<file path="src/rtl/mul_err_stats.sv">
// Error-statistics stage for the approximate 16x16 signed multiplier: shifts the
// approximate and exact products, then accumulates error metrics over N samples.
module mul_err_stats #(
   parameter int OUT_WIDTH   = 32,
   parameter int SHIFT_WIDTH = 8,
   parameter int CNT_WIDTH   = 16,
   parameter int ACC_WIDTH   = 64
) (
   input  logic                 clk,
   input  logic                 rst_n,
   input  logic                 start,
   input  logic [CNT_WIDTH-1:0] num_samples,
   input  logic                 in_valid,
   output logic                 in_ready,
   input  logic [OUT_WIDTH-1:0] appr_in,
   input  logic [OUT_WIDTH-1:0] exact_in,
   output logic                 busy,
   output logic                 done,
   output logic [CNT_WIDTH-1:0] sample_cnt,
   output logic [CNT_WIDTH-1:0] same_cnt,
   output logic [ACC_WIDTH-1:0] err_sum,
   output logic [ACC_WIDTH-1:0] err_sq_sum,
   output logic [ACC_WIDTH-1:0] abs_sum,
   output logic [OUT_WIDTH:0]   max_abs_err,
   output logic [1:0]           dbg_state
);

   localparam int EW    = OUT_WIDTH + 1;
   localparam int SQ_W  = 2 * EW;
   localparam int SUM_W = ((SQ_W > ACC_WIDTH) ? SQ_W : ACC_WIDTH) + 1;
   localparam logic [CNT_WIDTH-1:0] CNT_ONE = {{(CNT_WIDTH-1){1'b0}}, 1'b1};

   typedef enum logic [1:0] {S_IDLE, S_RUN, S_DRAIN, S_DONE} state_t;

   state_t                r_state, w_next;
   logic [CNT_WIDTH-1:0]  r_n, r_sample_cnt, r_same_cnt;
   logic [ACC_WIDTH-1:0]  r_err_sum, r_err_sq_sum, r_abs_sum;
   logic [EW-1:0]         r_max_abs_err;
   logic                  r_done, r_v1, r_v2;
   logic [OUT_WIDTH-1:0]  r_e;
   logic [EW-1:0]         r_err;

   logic signed [OUT_WIDTH-1:0] w_a, w_e;
   logic [EW-1:0]         w_err, w_abs_err, w_e_ext, w_abs_e;
   logic [SQ_W-1:0]       w_sq;
   logic [SUM_W-1:0]      w_sq_full;
   logic                  w_sq_sat, w_accept, w_clear, w_enter_done;

   // Handshake: a sample transfers on a rising edge where in_valid && in_ready;
   // in_ready depends only on registered state, never on in_valid.
   assign in_ready    = (r_state == S_RUN) && (r_sample_cnt < r_n);
   assign w_accept    = in_valid && in_ready;
   assign busy        = (r_state == S_RUN) || (r_state == S_DRAIN);
   assign done        = r_done;
   assign sample_cnt  = r_sample_cnt;
   assign same_cnt    = r_same_cnt;
   assign err_sum     = r_err_sum;
   assign err_sq_sum  = r_err_sq_sum;
   assign abs_sum     = r_abs_sum;
   assign max_abs_err = r_max_abs_err;
   assign dbg_state   = r_state;

   assign w_a   = $signed(appr_in) >>> SHIFT_WIDTH;
   assign w_e   = $signed(exact_in) >>> SHIFT_WIDTH;
   assign w_err = {w_a[OUT_WIDTH-1], w_a} - {w_e[OUT_WIDTH-1], w_e};

   // Stage-2 operands come from the registered stage-1 values.
   assign w_abs_err = r_err[EW-1] ? -r_err : r_err;
   assign w_e_ext   = {r_e[OUT_WIDTH-1], r_e};
   assign w_abs_e   = w_e_ext[EW-1] ? -w_e_ext : w_e_ext;
   assign w_sq      = {{EW{1'b0}}, w_abs_err} * {{EW{1'b0}}, w_abs_err};
   assign w_sq_full = {{(SUM_W-SQ_W){1'b0}}, w_sq} + {{(SUM_W-ACC_WIDTH){1'b0}}, r_err_sq_sum};
   assign w_sq_sat  = |w_sq_full[SUM_W-1:ACC_WIDTH];

   always_comb begin
      w_next       = r_state;
      w_clear      = 1'b0;
      w_enter_done = 1'b0;
      case (r_state)
         S_IDLE, S_DONE: begin
            if (start) begin
               w_clear = 1'b1;
               if (num_samples == '0) begin
                  w_next       = S_DONE;
                  w_enter_done = 1'b1;
               end else begin
                  w_next = S_RUN;
               end
            end
         end
         S_RUN: begin
            if (w_accept && ((r_sample_cnt + CNT_ONE) == r_n)) w_next = S_DRAIN;
         end
         S_DRAIN: begin
            // Leave only once the last sample has passed through both stages.
            if (!r_v1 && !r_v2) begin
               w_next       = S_DONE;
               w_enter_done = 1'b1;
            end
         end
         default: w_next = S_IDLE;
      endcase
   end

   always_ff @(posedge clk) begin
      if (!rst_n) begin
         r_state       <= S_IDLE;
         r_n           <= '0;
         r_sample_cnt  <= '0;
         r_same_cnt    <= '0;
         r_err_sum     <= '0;
         r_err_sq_sum  <= '0;
         r_abs_sum     <= '0;
         r_max_abs_err <= '0;
         r_done        <= 1'b0;
         r_v1          <= 1'b0;
         r_v2          <= 1'b0;
         r_e           <= '0;
         r_err         <= '0;
      end else begin
         r_state <= w_next;
         r_done  <= w_enter_done;
         r_v1    <= w_accept;
         r_v2    <= r_v1;
         if (w_accept) begin
            r_e          <= w_e;
            r_err        <= w_err;
            r_sample_cnt <= r_sample_cnt + CNT_ONE;
         end
         if (w_clear) begin
            r_n           <= num_samples;
            r_sample_cnt  <= '0;
            r_same_cnt    <= '0;
            r_err_sum     <= '0;
            r_err_sq_sum  <= '0;
            r_abs_sum     <= '0;
            r_max_abs_err <= '0;
         end else if (r_v1) begin
            r_err_sum    <= r_err_sum + {{(ACC_WIDTH-EW){r_err[EW-1]}}, r_err};
            r_err_sq_sum <= w_sq_sat ? {ACC_WIDTH{1'b1}} : w_sq_full[ACC_WIDTH-1:0];
            r_abs_sum    <= r_abs_sum + {{(ACC_WIDTH-EW){1'b0}}, w_abs_e};
            if (r_err == '0) r_same_cnt <= r_same_cnt + CNT_ONE;
            if (w_abs_err > r_max_abs_err) r_max_abs_err <= w_abs_err;
         end
      end
   end

endmodule

</file>
<file path="config.mk">
export PLATFORM = sky130hd
export DESIGN_NAME = mul_err_stats
export DESIGN_NICKNAME = d
export VERILOG_FILES = /design/src/rtl/mul_err_stats.sv
export SDC_FILE = /design/constraint.sdc
export NUM_CORES = 2
export LEC_CHECK = 0
export ABC_AREA = 1
export BUFFER_PORTS_ARGS = -buffer_cell sky130_fd_sc_hd__buf_2
export CAP_MARGIN = 20
export CORE_ASPECT_RATIO = 1.2
export CORE_MARGIN = 4
export CORE_UTILIZATION = 60
export CTS_CLUSTER_DIAMETER = 100
export DETAILED_ROUTE_END_ITERATION = 10
export PLACE_DENSITY_LB_ADDON = 0.25
export SYNTH_ARGS = -nofsm -noshare
export SYNTH_HDL_FRONTEND = slang
export SYNTH_SLANG_ARGS = --single-unit
</file>
<file path="constraint.sdc">
create_clock -name clk -period 18.7 [get_ports clk]
set_clock_uncertainty 0.1 [all_clocks]
set_input_delay 1.87 -clock clk [delete_from_list [all_inputs] [get_ports clk]]
set_output_delay 1.87 -clock clk [all_outputs]
set_load 0.02 [all_outputs]
</file>
==> reports/results.tsv <==
metric	value	unit
antenna-violating nets left	0	
Slowest cell on crit path	clkinv_1	
post-layout utilization of the core	66.6	%
row cnt	123	
CTS resizes	0	
GRT met2 Usage	61.2	%
Final Hold Fails	0	
top-area cell type share of the netlist area	33.0	%
CTS tree	done	
Worst Hold Class	flop to flop	
most common cell after layout, fill and taps aside	inv_1	
Mapped Area	0.0566	sq mm
setup_tns	0	ns
clk buf depth	3	
total global routing track utilization	35.7	%
sequential element share of the synthesized area	11.6	%
Slew Limit Headroom	29.2	%
CP Capture Type	flop	
Worst-Margin Slew	1.06	ns
top_reg_cell synth	dfxtp_1	
first-pass GRT wire length	276	mm
Post CTS Setup Buffer Count	0	
minimum clock period	10.93	ns
Fmax achieved	91.5	MHz
Startpoint Class	flop	
Worst EP required	19.08	ns
GRT busiest layer	met2	
clock sinks	327	
placer congestion estimate	1.02	
H-tree levels	2	
I/O pin cnt	346	
global route overflow	0	
Chip Width	288	um
GR Layer Usage met1	42.8	%
drt pass-1 iters	6	
CTS Root Cell	clkbuf_16	
initial antenna violation count	15	
Chip Height	344	um
Die ar.	0.0993	sq mm
vias in the first global route	51628	
Vias	50599	
Post-synth ARST share	0	%
CP max stage delay	0.90	ns
Final setup viols	0	
Hold Buf Count CTS	0	
initial DRC count	3530	
CP max FO	51	
crit-path most repeated cell	inv_1	
Ys Warns	0	
DP HPWL	146	mm
grt met3 use	6.25	%
Cell variety after synth	59	
wire per inst	18.2	um
P&R area growth vs syn	10.3	%
FF+latch count, synth	327	
Reg clk slew, reported paths	0.06	ns
IO buf count	329	
starting density of the core	60.4	%
number of synthesized flops with an enable pin	0	
Worst-Skew Late Latency	0.60	ns
cts bufs inserted	40	
Avg Cell Area, Syn	7.39	sq um
dominant cell type by area after synthesis	fa_1	
share of cells above drive strength 1	6.14	%
RSZ-0062 raised after global routing	no	
DR vias/cell	5.26	
drt total wl	175	mm
CP Class	flop to flop	
Worst EP arrival	11.31	ns
largest cells by area after synthesis	fa_1 33%, inv_1 13%, dfxtp_1 12%, ha_1 9.7%, nand2_1 8.0%	
# DRC	0	
core footprint	0.0937	sq mm
Max-Cap Viols	0	
Final Slew Violations	0	
status	complete, no violations	
commonest cells after routing, fill and taps aside	1968 x inv_1, 1201 x nand2_1, 984 x nor2_1, 932 x fa_1, 439 x a21oi_1	
largest net degree at the start of global routing	104	
Final nets	9781	
Final Cycle Share	58.4	%
cells after synthesis	7661	
## cells by family (layout without fill, tap and decap cells)
family                   after synthesis  count (layout)  synth area share, %
other                                  2             433               0.0133
AND/OR/NAND/NOR                     2717            2717                 19.8
buffers and inverters               2143            2423                 14.4
adder cells (fa/ha/maj)             1370            1370                 42.6
XOR/XNOR                             159             159                 2.54
AO/OA/AOI/OAI                        943             943                 9.00
flip-flops                           327             327                 11.6
## sequential cells by signal, summed over array words and instances, names as in the netlist
register	cells
done	1
r_err	25
r_v1	1
sample_cnt	16
max_abs_err	33
abs_sum	64
same_cnt	16
r_v2	1
err_sq_sum	64
r_e	24
r_n	16
err_sum	64
dbg_state	2
## path summary, 6_finish.rpt
path	startpoint	to	slack, ns	depth (start not counted)
hold reg to reg	max_abs_err[30]$_SDFFE_PP0P_	max_abs_err[30]$_SDFFE_PP0P_	0.37	2
setup reg to reg	r_err[1]$_SDFFE_PN0P_	err_sq_sum[51]$_SDFFE_PP0P_	7.77	40
hold / removal	max_abs_err[30]$_SDFFE_PP0P_	max_abs_err[30]$_SDFFE_PP0P_	0.37	2
setup / recovery	r_err[1]$_SDFFE_PN0P_	err_sq_sum[51]$_SDFFE_PP0P_	7.77	40
## through the flow
stage	hold WS (ns)	std cells	cell area (sq um)	worst slack, ns
final	0.367	9622	62400	7.77
after global routing	0.382	9614	62400	7.35
after CTS	0.369	9609	62400	7.95
after detailed placement	0.360	9535	61000	8.03
after global placement	0.359	9535	61000	8.18
after floorplan	0.349	8079	58200	9.82
## layer usage
layer	share of wire, %	wire length, um
met5	0.030	53
met4	6.7	11700
met3	7.4	13000
met2	48	84000
met1	38	65900
## synth_stat cells (4+ instances only)
cell type and number:
o211ai_1 11, xnor2_1 65, nor3_2 4, fa_1 932
a21o_1 22, dfxtp_1 327, nand2_1 1201, and3_1 5
o21bai_1 42, buf_2 22, o21ai_1 4, a21oi_2 4
a31oi_1 22, a21boi_0 8, nand3_1 282, nand4_1 50
ha_1 438, inv_1 1970, a211oi_1 12, nand2_2 20
o21ai_0 348, or2_2 8, buf_1 13, clkinv_1 8
nor4_1 28, nor2_1 985, nand3b_1 18, xor2_1 90
inv_2 8, buf_4 10, o21a_1 19, clkbuf_1 106
nor3_1 80, nand3_2 13, a21oi_1 439, buf_6 6
nor2_2 7
## final cells by class
class	count	area, sq um
multi-input cells	5609	43500
fillers	8344	31300
inverters	1986	7460
well taps	1250	1560
clock buffers	53	1120
clock inverters	21	297
flip-flops and latches	327	6550
diodes	13	32.5
repair buffers	363	1900
## critical path: cells and delay by family, from the launching register on
family          cells  cell delay (ns)
buf+inv            12             1.79
fa+ha+maj          10             4.61
flops               1             0.37
compound gates      5             0.86
simple gates       13             3.06
Power is left out: the tool's default activity adds up to more than one toggle a clock period on the data nets, which glitch-free logic cannot reach.
